`config.mk`:
```
export PLATFORM = sky130hd
export DESIGN_NAME = measurement_reader
export DESIGN_NICKNAME = d
export VERILOG_FILES = /design/src/rtl/measurement_pkg.sv /design/src/rtl/axis_skid_fifo2.sv /design/src/rtl/measurement_reader.sv
export SDC_FILE = /design/constraint.sdc
export NUM_CORES = 1
export LEC_CHECK = 0
export CAP_MARGIN = 10
export CORE_UTILIZATION = 35
export DETAILED_ROUTE_END_ITERATION = 8
export GPL_TIMING_DRIVEN = 0
export HOLD_SLACK_MARGIN = 0.08
export PLACE_DENSITY_LB_ADDON = 0.2
export SYNTH_ARGS = -nofsm -noshare
export SYNTH_HDL_FRONTEND = slang
export SYNTH_HIERARCHICAL = 1
export SYNTH_SLANG_ARGS = --single-unit
```
`constraint.sdc`:
```
create_clock -name aclk -period 8.8 [get_ports aclk]
set_clock_uncertainty 0.05 [all_clocks]
set_input_delay 1.76 -clock aclk [delete_from_list [all_inputs] [get_ports aclk]]
set_output_delay 1.76 -clock aclk [all_outputs]
set_load 0.02 [all_outputs]
```
`src/rtl/measurement_pkg.sv`:
```
// rtl/measurement_pkg.sv - shared measurement state encoding and control-word layout
//
// Purpose: definitions shared by the measurement controller and reader.
//   meas_state_t : reader FSM state encoding
//   START_BIT    : conf bit that starts a readout on its rising edge
//   LEN_LSB/MSB  : conf field holding the record-length exponent k
//   record_len() : words in a record, 2^min(k, addr_width)
package measurement_pkg;

  typedef enum logic [1:0] {
    ST_IDLE   = 2'd0,
    ST_ARMED  = 2'd1,
    ST_STREAM = 2'd2,
    ST_DONE   = 2'd3
  } meas_state_t;

  localparam int START_BIT = 0;
  localparam int LEN_LSB   = 16;
  localparam int LEN_MSB   = 20;

  // Exponents beyond the memory size clamp to a full-memory record.
  function automatic int unsigned record_len(input logic [LEN_MSB-LEN_LSB:0] k,
                                             input int unsigned addr_width);
    int unsigned eff;
    eff = (32'(k) > addr_width) ? addr_width : 32'(k);
    return 32'd1 << eff;
  endfunction

endpackage

```
`src/rtl/axis_skid_fifo2.sv`:
```
// rtl/axis_skid_fifo2.sv - two-entry output buffer with registered stream outputs
//
// Purpose: holds words returning from the sample memory until the stream
//   consumer takes them. The writer must only push when an entry is free
//   (it uses level to decide); a push into a full buffer without a pop is lost.
// Ports:
//   aclk, aresetn           clock, synchronous active-low reset
//   flush                   discard all held entries
//   s_axis_tdata/tvalid     write side (tvalid = push this cycle)
//   m_axis_tdata/tvalid     read side, head entry
//   m_axis_tready           consumer accepts the head entry
//   level                   number of entries held (0..2)
module axis_skid_fifo2 #(
  parameter int unsigned WIDTH = 33
) (
  input  logic             aclk,
  input  logic             aresetn,
  input  logic             flush,
  input  logic [WIDTH-1:0] s_axis_tdata,
  input  logic             s_axis_tvalid,
  output logic [WIDTH-1:0] m_axis_tdata,
  output logic             m_axis_tvalid,
  input  logic             m_axis_tready,
  output logic [1:0]       level
);

  logic [WIDTH-1:0] head_q;
  logic [WIDTH-1:0] tail_q;
  logic [1:0]       cnt_q;
  logic             pop;

  assign pop           = (cnt_q != 2'd0) && m_axis_tready;
  assign m_axis_tdata  = head_q;
  assign m_axis_tvalid = (cnt_q != 2'd0);
  assign level         = cnt_q;

  always_ff @(posedge aclk) begin
    if (!aresetn) begin
      head_q <= '0;
      tail_q <= '0;
      cnt_q  <= 2'd0;
    end else if (flush) begin
      cnt_q <= 2'd0;
    end else begin
      case (cnt_q)
        2'd0: begin
          if (s_axis_tvalid) begin
            head_q <= s_axis_tdata;
            cnt_q  <= 2'd1;
          end
        end
        2'd1: begin
          if (pop && s_axis_tvalid) begin
            head_q <= s_axis_tdata;
          end else if (pop) begin
            cnt_q <= 2'd0;
          end else if (s_axis_tvalid) begin
            tail_q <= s_axis_tdata;
            cnt_q  <= 2'd2;
          end
        end
        default: begin
          if (pop) begin
            head_q <= tail_q;
            if (s_axis_tvalid) begin
              tail_q <= s_axis_tdata;
            end else begin
              cnt_q <= 2'd1;
            end
          end
        end
      endcase
    end
  end

endmodule

```
`src/rtl/measurement_reader.sv`:
```
// rtl/measurement_reader.sv - streams a captured record from sample memory
//
// Purpose: on a start edge waits for a complete capture, then reads
//   addresses 0..N-1 of the sample memory and emits them as a stream.
// Ports:
//   aclk, aresetn         clock, synchronous active-low reset
//   conf                  bit0 start, bits[20:16] length exponent k
//   ready                 capture complete; falling while streaming aborts
//   bram_porta_addr       registered read address (data one cycle later)
//   bram_porta_rddata     read data
//   m_axis_*              output stream, tlast on word N-1
//   status                {done, busy, aborted, 0..., words transferred}
module measurement_reader
  import measurement_pkg::*;
#(
  parameter int unsigned ADDR_WIDTH = 10,
  parameter int unsigned DATA_WIDTH = 32
) (
  input  logic                  aclk,
  input  logic                  aresetn,
  input  logic [31:0]           conf,
  input  logic                  ready,
  output logic [ADDR_WIDTH-1:0] bram_porta_addr,
  input  logic [DATA_WIDTH-1:0] bram_porta_rddata,
  output logic [DATA_WIDTH-1:0] m_axis_tdata,
  output logic                  m_axis_tvalid,
  input  logic                  m_axis_tready,
  output logic                  m_axis_tlast,
  output logic [31:0]           status
);

  localparam int unsigned CW = ADDR_WIDTH + 1;

  meas_state_t               state_q, state_d;
  logic                      start_q;
  logic                      seen_low_q;
  logic                      start_edge;
  logic [LEN_MSB-LEN_LSB:0]  k_q;
  logic [CW-1:0]             rec_len;
  logic [CW-1:0]             rd_cnt_q;
  logic [CW-1:0]             xfer_cnt_q;
  logic                      rd_v_q;
  logic                      rd_last_q;
  logic                      aborted_q;
  logic                      hs;
  logic                      abort;
  logic                      issue;
  logic [1:0]                level;
  logic [2:0]                fill_next;
  logic [DATA_WIDTH:0]       fifo_out;
  logic                      unused_conf;

  assign unused_conf = ^{conf[31:LEN_MSB+1], conf[LEN_LSB-1:START_BIT+1]};

  // seen_low_q blocks a start bit that was already high across reset.
  assign start_edge = conf[START_BIT] && !start_q && seen_low_q;
  assign rec_len    = CW'(record_len(k_q, ADDR_WIDTH));
  assign hs         = m_axis_tvalid && m_axis_tready;
  assign abort      = (state_q == ST_STREAM) && !ready;

  // Occupancy after this cycle's arrival and pop; the word requested now
  // lands next cycle and needs a free entry then.
  assign fill_next = 3'(level) + 3'(rd_v_q) - 3'(hs);
  assign issue     = (state_q == ST_STREAM) && ready &&
                     (rd_cnt_q < rec_len) && (fill_next < 3'd2);

  always_comb begin
    state_d = state_q;
    case (state_q)
      ST_IDLE:   if (start_edge) state_d = ST_ARMED;
      ST_ARMED:  if (ready) state_d = ST_STREAM;
      ST_STREAM: begin
        if (!ready)                   state_d = ST_IDLE;
        else if (hs && m_axis_tlast)  state_d = ST_DONE;
      end
      ST_DONE:   if (start_edge) state_d = ST_ARMED;
      default:   state_d = ST_IDLE;
    endcase
  end

  always_ff @(posedge aclk) begin
    if (!aresetn) begin
      state_q         <= ST_IDLE;
      start_q         <= 1'b0;
      seen_low_q      <= 1'b0;
      k_q             <= '0;
      rd_cnt_q        <= '0;
      bram_porta_addr <= '0;
      rd_v_q          <= 1'b0;
      rd_last_q       <= 1'b0;
      xfer_cnt_q      <= '0;
      aborted_q       <= 1'b0;
    end else begin
      state_q <= state_d;
      start_q <= conf[START_BIT];
      if (!conf[START_BIT]) seen_low_q <= 1'b1;

      if ((state_q == ST_IDLE || state_q == ST_DONE) && start_edge) begin
        xfer_cnt_q <= '0;
        aborted_q  <= 1'b0;
      end

      if (state_q == ST_ARMED && ready) begin
        k_q             <= conf[LEN_MSB:LEN_LSB];
        rd_cnt_q        <= '0;
        bram_porta_addr <= '0;
      end

      rd_v_q    <= issue;
      rd_last_q <= issue && (rd_cnt_q == rec_len - CW'(1));
      if (issue) begin
        rd_cnt_q        <= rd_cnt_q + CW'(1);
        bram_porta_addr <= bram_porta_addr + ADDR_WIDTH'(1);
      end

      if (hs) xfer_cnt_q <= xfer_cnt_q + CW'(1);

      // The word returning this cycle is discarded along with the buffer.
      if (abort) begin
        aborted_q       <= 1'b1;
        rd_v_q          <= 1'b0;
        bram_porta_addr <= '0;
      end
    end
  end

  axis_skid_fifo2 #(
    .WIDTH(DATA_WIDTH + 1)
  ) u_buf (
    .aclk          (aclk),
    .aresetn       (aresetn),
    .flush         (abort),
    .s_axis_tdata  ({rd_last_q, bram_porta_rddata}),
    .s_axis_tvalid (rd_v_q),
    .m_axis_tdata  (fifo_out),
    .m_axis_tvalid (m_axis_tvalid),
    .m_axis_tready (m_axis_tready),
    .level         (level)
  );

  assign m_axis_tdata = fifo_out[DATA_WIDTH-1:0];
  assign m_axis_tlast = fifo_out[DATA_WIDTH] && m_axis_tvalid;

  always_comb begin
    status               = '0;
    status[31]           = (state_q == ST_DONE);
    status[30]           = (state_q == ST_ARMED) || (state_q == ST_STREAM);
    status[29]           = aborted_q;
    status[ADDR_WIDTH:0] = xfer_cnt_q;
  end

endmodule

```
==> impl_summary.txt, run 1 <==
----------------------------------------------------
[Logic synthesis]
  Cells after synthesis ... 764
  Netlist cell types ... 64
  EDFF count, synth ... 0
  Post-synth design cell area ... 6270 um2
  Post-synthesis sequential element count ... approximately 110
  Library cell with the highest instance count after synthesis ... nand2_1
  Primary flip-flop cell chosen by synthesis mapping ... dfxtp_1
  Sequential element share of the synthesized area ... 0.358
  Share of async-settable or async-resettable flops after synthesis ... 0
  Yosys synthesis warning count ... 6
  Most area-hungry cell type in the Yosys netlist ... dfxtp_1
  Mean post-synth cell area ... 8.21 um2
  Dominant cells by area after synthesis ... dfxtp_1, nand2_1, mux2i_1
  Area share of the largest cell type after synthesis ... 0.358
  Leading cell types by count after synthesis ... nand2_1, dfxtp_1, mux2i_1

[Finish]
  Final cell count without fillers ... 1,121
  Proportion of layout cells with a drive suffix above 1 ... 0.112
  Inserted Diodes ... 0
  Area grow syn2layout ... 26.4%
  Final #Nets ... 981

[Global route]
  GRT Total Usage ... 0.176
  Largest net degree at the start of global routing ... 21
  Vias in the first global route ... 5,073
  First-pass GRT wire length ... 25,600 um
  Antenna violations before repair ... 0
  Overflow left after global routing ... 0

[CTS]
  Number of buffers inserted for hold repair after clock tree synthesis ... 0
  Cts repair resizes ... 0
  Setup Fix Bufs, Post-CTS ... 0
  Clk Tree Root Cell ... clkbuf_16
  Number of sinks driven by the clock tree ... ~110
  TritonCTS Buffers ... 9
  Worst-case clock buffer depth ... 2
  Depth of the CTS H-tree ... 3
  Clock latency reported for the late side of the worst-skew pair ... 0.35 ns
  Worst-path clk slew ... 0.07 ns
  CTS tree ... done

[Setup path]
  Required time at the worst-slack endpoint ... 8.96 ns
  WS Path Type ... in2reg
  Type of destination of the critical path ... flop
  Capture point of the worst reg-to-reg path ... rd_cnt_q[5]
  Length in cells of the worst reg-to-reg path ... 12
  Maximum fanout along the worst path ... 10
  Kind of start point of the critical path ... input pin
  Worst flop-to-flop path startpoint ... u_buf/level[1]
  Critical path data arrival time ... roughly 5.3 ns
  Reg-to-reg setup timing slack ... 5.02 ns

[Route]
  Vias ... 5,529
  Detailed router's first-iteration violation count ... 342
  Final routed DRC violation total ... 0
  WL per Instance ... 13.9 um
  Routed wire length ... 15,600 um
  Vias per inst ... 4.93
  DRT antenna net count ... 0
  Length of the first detailed-routing pass in iterations ... 5

[STA]
  Final count of hold timing violations ... 0
  Setup repair after global routing missed its margin ... no
  Sum Neg Setup Slack ... 0 ns
  Time the worst path needs with I/O delays and setup ... approximately 5.2 ns
  Total setup violations reported at the end of the flow ... 0
  Period Utilization, post-route ... 0.586
  Fmax ... 194 MHz
  Slew HR ... 0.627
  Slew Limit Fails ... 0
  Transition time of the tightest slew-check pin ... 0.559 ns

[Worst hold path]
  Number of cells traversed by the worst hold path ... 2
  Worst min-delay path startpoint ... u_buf/tail_q[20]
  Hold endpoint ... u_buf/tail_q[20]
  Path category of the worst min-delay check ... reg2reg

[Placed design]
  Gpl congestion ... ~0.8
  Number of placed instances with taps included ... 1,105
  Detailed placer's ending HPWL ... 11,500 um
  Port Buf Inserts ... just under 100

[Power and ir drop]
  Leakage ... just over 3 nW
  P per Cell Area ... 160 nW/um2
  Maximum VDD drop ... 0.114 mV
  Power Total ... approximately 0.0013 W

[Flow run]
  Number of max-cap violations ... 0

[Die]
  Initial core utilization ... 0.360
  Area of the core ... between 15,000 and 20,000 um2
  DIE WIDTH ... 136 um
  Std-Cell Rows ... 48
  Die boundary height ... around 140 um
  Die area ... 18,500 um2
  # IOs ... 144

[Run status]
  Result of the run ... complete, no violations

----------------------------------------------------
-- layout by cell type, fill, tap and decap left out, types with 3 or more instances in the layout --
cell               n
buf_4             19
nor2_1            17
xnor2_1            7
clkbuf_16          9
clkdlybuf4s50_1   99
o211ai_1          39
dfxtp_1          112
ha_1              21
nor4_1             4
nand2b_1           6
a21boi_0           9
nor2b_1            6
inv_1             17
o21a_1             3
nand3_1           22
a21oi_1           13
and2_1            13
and3_1            11
xor2_1             3
nand3b_1           5
a31oi_1            5
a21boi_1          33
or2_2             38
buf_2              7
o2111ai_1          3
clkbuf_1          35
o21ai_0           31
buf_6              9
nand4_1            3
nor3_1             8
nor3b_1           11
a2111oi_0          3
mux2i_1           41
inv_6              3
conb_1            18
nand2_1          171
-- state kept, by name, summed over array words and instances (netlist names) --
name,cells
aborted_q,1
bram_porta_addr,10
k_q,5
rd_cnt_q,11
rd_last_q,1
rd_v_q,1
seen_low_q,1
start_q,1
state_q,2
u_buf/level,2
u_buf/m_axis_tdata,33
u_buf/tail_q,33
xfer_cnt_q,11
-- stage by stage --
step / setup slack (ns) / instance area (um2) / utilization / hold WS [ns]
floorplan: 4.59 / 6330 / - / 0.375
global placement: 3.23 / 7610 / 0.437 / 0.390
detailed placement: 3.23 / 7610 / 0.437 / 0.395
CTS: 3.62 / 7930 / 0.455 / 0.407
global route: 3.39 / 7930 / 0.455 / 0.421
finish: 3.65 / 7930 / 0.455 / 0.405
-- power breakdown --
| group | switching (W) | internal, W |
|---|---|---|
| combinational | 0.000163 | 0.000129 |
| sequential | 0.0000136 | 0.000523 |
| clock | 0.000203 | 0.000235 |
| total | 0.000379 | 0.000887 |
-- layer usage --
layer  share of wire  GRT usage  vias to the layer above
met5               0          0                        -
met3           0.047     0.0339                        9
li1                -          -                     2856
met4           0.013     0.0499                        0
met2            0.47      0.295                      147
met1            0.47      0.227                     2517
-- worst max-delay path: stages --
cell	delay, ns
clkdlybuf4s50_1	0.62
nand2_1	0.25
inv_1	0.17
ha_1	0.24
nand2b_1	0.15
fa_1	0.48
and4b_1	0.20
o211ai_1	0.11
a211oi_1	0.42
nand2b_1	0.35
clkbuf_1	0.40
o21ai_0	0.17
-- how the worst max path moves through the flow --
stage                  startpoint                 end  slack (ns)  cells past startpoint
floorplan           m_axis_tready         rd_cnt_q[8]        4.59                     11
detailed placement  m_axis_tready           rd_last_q        3.23                     12
global placement    m_axis_tready           rd_last_q        3.23                     12
finish              m_axis_tready         rd_cnt_q[5]        3.65                     12
CTS                 m_axis_tready           rd_last_q        3.62                     12
global route        m_axis_tready  bram_porta_addr[0]        3.39                     12
-- final cells by class --
class,count,area [um2]
well taps,225,282
clock buffers,10,239
plain buffers,71,414
multi-input cells,579,3610
clock inverters,6,80.1
inverters,19,71.3
flip-flops and latches,112,2240
repair buffers,99,991
fillers,1764,9490
-- kinds of logic (layout without fill, tap and decap cells) --
family	Yosys count	after routing	synth area share
adders and majority gates	22	22	0.0451
muxes	44	44	0.0708
buffers and inverters	90	205	0.0774
DFF	112	112	0.358
AOI/OAI and AO/OA	157	157	0.178
and+or+nand+nor	328	328	0.256
xor gates and xnor gates	10	10	0.0140
other	1	18	0.000598
No activity file was read; power rests on OpenSTA's default activity.
==> run 2: changes to the inputs <==
==> constraint.sdc (replaced) <==
create_clock -name aclk -period 4.23 [get_ports aclk]
set_clock_uncertainty 0.05 [all_clocks]
set_input_delay 0.846 -clock aclk [delete_from_list [all_inputs] [get_ports aclk]]
set_output_delay 0.846 -clock aclk [all_outputs]
set_load 0.02 [all_outputs]
==> run 2 against run 1 <==
Against the previous run: critical path depth unchanged; wire length increased by 0.40%; non-clock buffer count unchanged; cell count unchanged; clock power increased by 110%; die area unchanged; clock-buffer cell count unchanged; sequential power increased by 110%; worst setup slack got worse by 3.0 ns; critical path type unchanged.
==> impl_summary.txt, run 2 (synthesis results as in run 1) <==
----------------------------------------------------
[Run status]
  Result of the run ... complete, no violations

[Setup path]
  Worst flop-to-flop path startpoint ... u_buf/level[1]
  Critical path origin ... m_axis_tready
  Type of destination of the critical path ... flop
  WS Path Type ... in2reg
  Kind of start point of the critical path ... input pin
  Maximum fanout along the worst path ... 10 (unchanged)
  Critical path data arrival time ... 3.79 ns (-1.53 ns)
  Length in cells of the worst reg-to-reg path ... 12 (unchanged)
  Required time at the worst-slack endpoint ... 4.40 ns (-4.56 ns)

[STA]
  Setup repair after global routing missed its margin ... no
  Slew Limit Fails ... 0 (unchanged)
  Final count of hold timing violations ... 0 (unchanged)
  Fmax ... 276 MHz
  Post-Route Hold Slack ... 0.405 ns (-0.000303 ns)
  Slew HR ... 0.630 (+0.00315)
  Final critical-path setup slack ... 0.612 ns (-3.03 ns)
  Time the worst path needs with I/O delays and setup ... 3.62 ns
  Transition time of the tightest slew-check pin ... 0.555 ns (-0.00473 ns)
  Sum Neg Setup Slack ... 0 ns (unchanged)
  Total setup violations reported at the end of the flow ... 0 (unchanged)
  Period Utilization, post-route ... 0.855

[Power and ir drop]
  Maximum VDD drop ... 0.238 mV (+110%)
  Power Total ... 0.00264 W (+110%)
  P_int ... 0.00185 W (+110%)
  Leakage ... 3.12 nW (+0.44%)
  Clock group share of total power ... 0.345 (about the same)
  Share of total power in sequential cells ... 0.424 (about the same)
  Switching part of the total power ... 0.300 (+0.000486)
  Portion of total power attributed to combinational logic ... 0.232 (+0.002)
  P per Cell Area ... 332 nW/um2 (+110%)
  Net switching power figure ... 0.000791 W (+110%)

[Flow run]
  Number of max-cap violations ... 0 (unchanged)

[CTS]
  Clock latency reported for the late side of the worst-skew pair ... 0.35 ns (about the same)
  TritonCTS Buffers ... 9 (unchanged)
  Worst-path clk slew ... 0.07 ns (about the same)
  Number of buffers inserted for hold repair after clock tree synthesis ... 0 (unchanged)
  Setup Fix Bufs, Post-CTS ... 0 (unchanged)
  Cts repair resizes ... 1 (+1)
  Number of sinks driven by the clock tree ... 112 (unchanged)
  Depth of the CTS H-tree ... 3 (unchanged)
  Clk Tree Root Cell ... clkbuf_16
  Worst-case clock buffer depth ... 2 (unchanged)
  CTS tree ... done

[Finish]
  Final standard cell area without fillers ... 7940 um2 (+0.17%)
  Inserted Diodes ... 0 (unchanged)
  Final #Nets ... 981 (unchanged)
  Proportion of layout cells with a drive suffix above 1 ... 0.115 (+0.00335)
  Area grow syn2layout ... 26.6%
  FILL cells ... 1,764 (unchanged)
  Leading cell types in the layout, fill and taps excluded ... nand2_1, dfxtp_1, clkdlybuf4s50_1
  Most common cell after layout, fill and taps aside ... nand2_1

[Global route]
  Global-route track usage on met2 ... 0.297 (+0.00198)
  GRT Total Usage ... 0.176 (+0.000400)
  Vias in the first global route ... 5,087 (+0.28%)
  Overflow left after global routing ... 0 (unchanged)
  Met1 Resource Use GR ... 0.228 (+0.000921)
  Global-route met3 utilization ... 0.0283 (-0.00559)
  First-pass GRT wire length ... 25,700 um (+0.32%)
  Largest net degree at the start of global routing ... 21 (unchanged)
  Peak-usage layer in the global routing report ... met2
  Antenna violations before repair ... 0 (unchanged)

[Die]
  # IOs ... 144 (unchanged)
  Area of the core ... 17,400 um2 (unchanged)
  Std-Cell Rows ... 48 (unchanged)
  Die area ... 18,500 um2 (unchanged)
  Die boundary height ... 136 um (unchanged)
  Initial core utilization ... 0.360 (unchanged)
  DIE WIDTH ... 136 um (unchanged)

[Worst hold path]
  Path category of the worst min-delay check ... reg2reg
  Worst min-delay path startpoint ... u_buf/tail_q[20]
  Number of cells traversed by the worst hold path ... 2 (unchanged)

[Placed design]
  Detailed placer's ending HPWL ... 11,500 um (unchanged)
  Worst setup slack before clock tree synthesis ... -0.430 ns (-3.66 ns)
  Port Buf Inserts ... 99 (unchanged)
  Instance area at placement ... 7610 um2 (unchanged)
  Gpl congestion ... 0.804 (unchanged)

[Route]
  Final routed DRC violation total ... 0 (unchanged)
  Routed wire length ... 15,700 um (+0.40%)
  Vias ... 5,549 (+0.36%)
  Vias per inst ... 4.95 (+0.36%)
  WL per Instance ... 14.0 um (+0.40%)
  Length of the first detailed-routing pass in iterations ... 5 (unchanged)
  DRT antenna net count ... 0 (unchanged)
  Detailed router's first-iteration violation count ... 325 (-5.0%)

----------------------------------------------------
==> run 2: changes by cell type in the layout (fill, tap and decap cells not counted), sizes merged <==
| cell | before | now |
|---|---|---|
| clkdlybuf4s50 | 99 | 98 |
| buf | 36 | 35 |
| clkbuf | 45 | 46 |
| dlymetal6s2s | 0 | 1 |
==> run 2: layer usage <==
metal,part of all wire,vias to the layer above,wire (um)
met5,0,-,0
met1,0.47,2535,7320
met2,0.47,144,7370
met3,0.047,12,744
met4,0.015,0,237
li1,-,2858,-
==> run 2: area by class of cell <==
type                    instances  area [um2]  share of cell area
multi-input cells             579        3610               0.455
flip-flops and latches        112        2240               0.282
repair buffers                 99         993               0.125
plain buffers                  71         418              0.0526
well taps                     225         282              0.0355
clock buffers                  10         239              0.0301
clock inverters                 6        80.1              0.0101
inverters                      19        71.3             0.00898
==> run 2: critical path, cell delays in order <==
cell and delay [ns]:
dlymetal6s2s_1 0.26, nand2_2 0.18, inv_1 0.15, ha_1 0.23, nand2b_1 0.15, fa_1 0.48, and4b_1 0.20, o211ai_1 0.14
a211oi_2 0.30, clkbuf_4 0.30, o2111ai_1 0.15, a2111oi_2 0.40
==> run 2: final timing paths <==
path	endpoint	slack, ns
max	rd_last_q	0.61
min	u_buf/tail_q[20]	0.40
max reg2reg	rd_last_q	0.72
min reg2reg	u_buf/tail_q[20]	0.40
==> run 2: stage by stage <==
step / utilization / cells
final: 0.456 / 1121
after global routing: 0.456 / 1121
after floorplan: - / 781
after CTS: 0.455 / 1121
after global placement: 0.437 / 1105
after detailed placement: 0.437 / 1105
==> run 2: power by group through the flow <==
stage,Clock (W),Combinational (W),Sequential [W]
final,0.000909,0.000611,0.00112
after global routing,0.000974,0.000678,0.00112
after CTS,0.000945,0.000613,0.00112
after detailed placement,0,0.000607,0.00114
after global placement,0,0.000606,0.00114
after floorplan,0,0.000392,0.00116
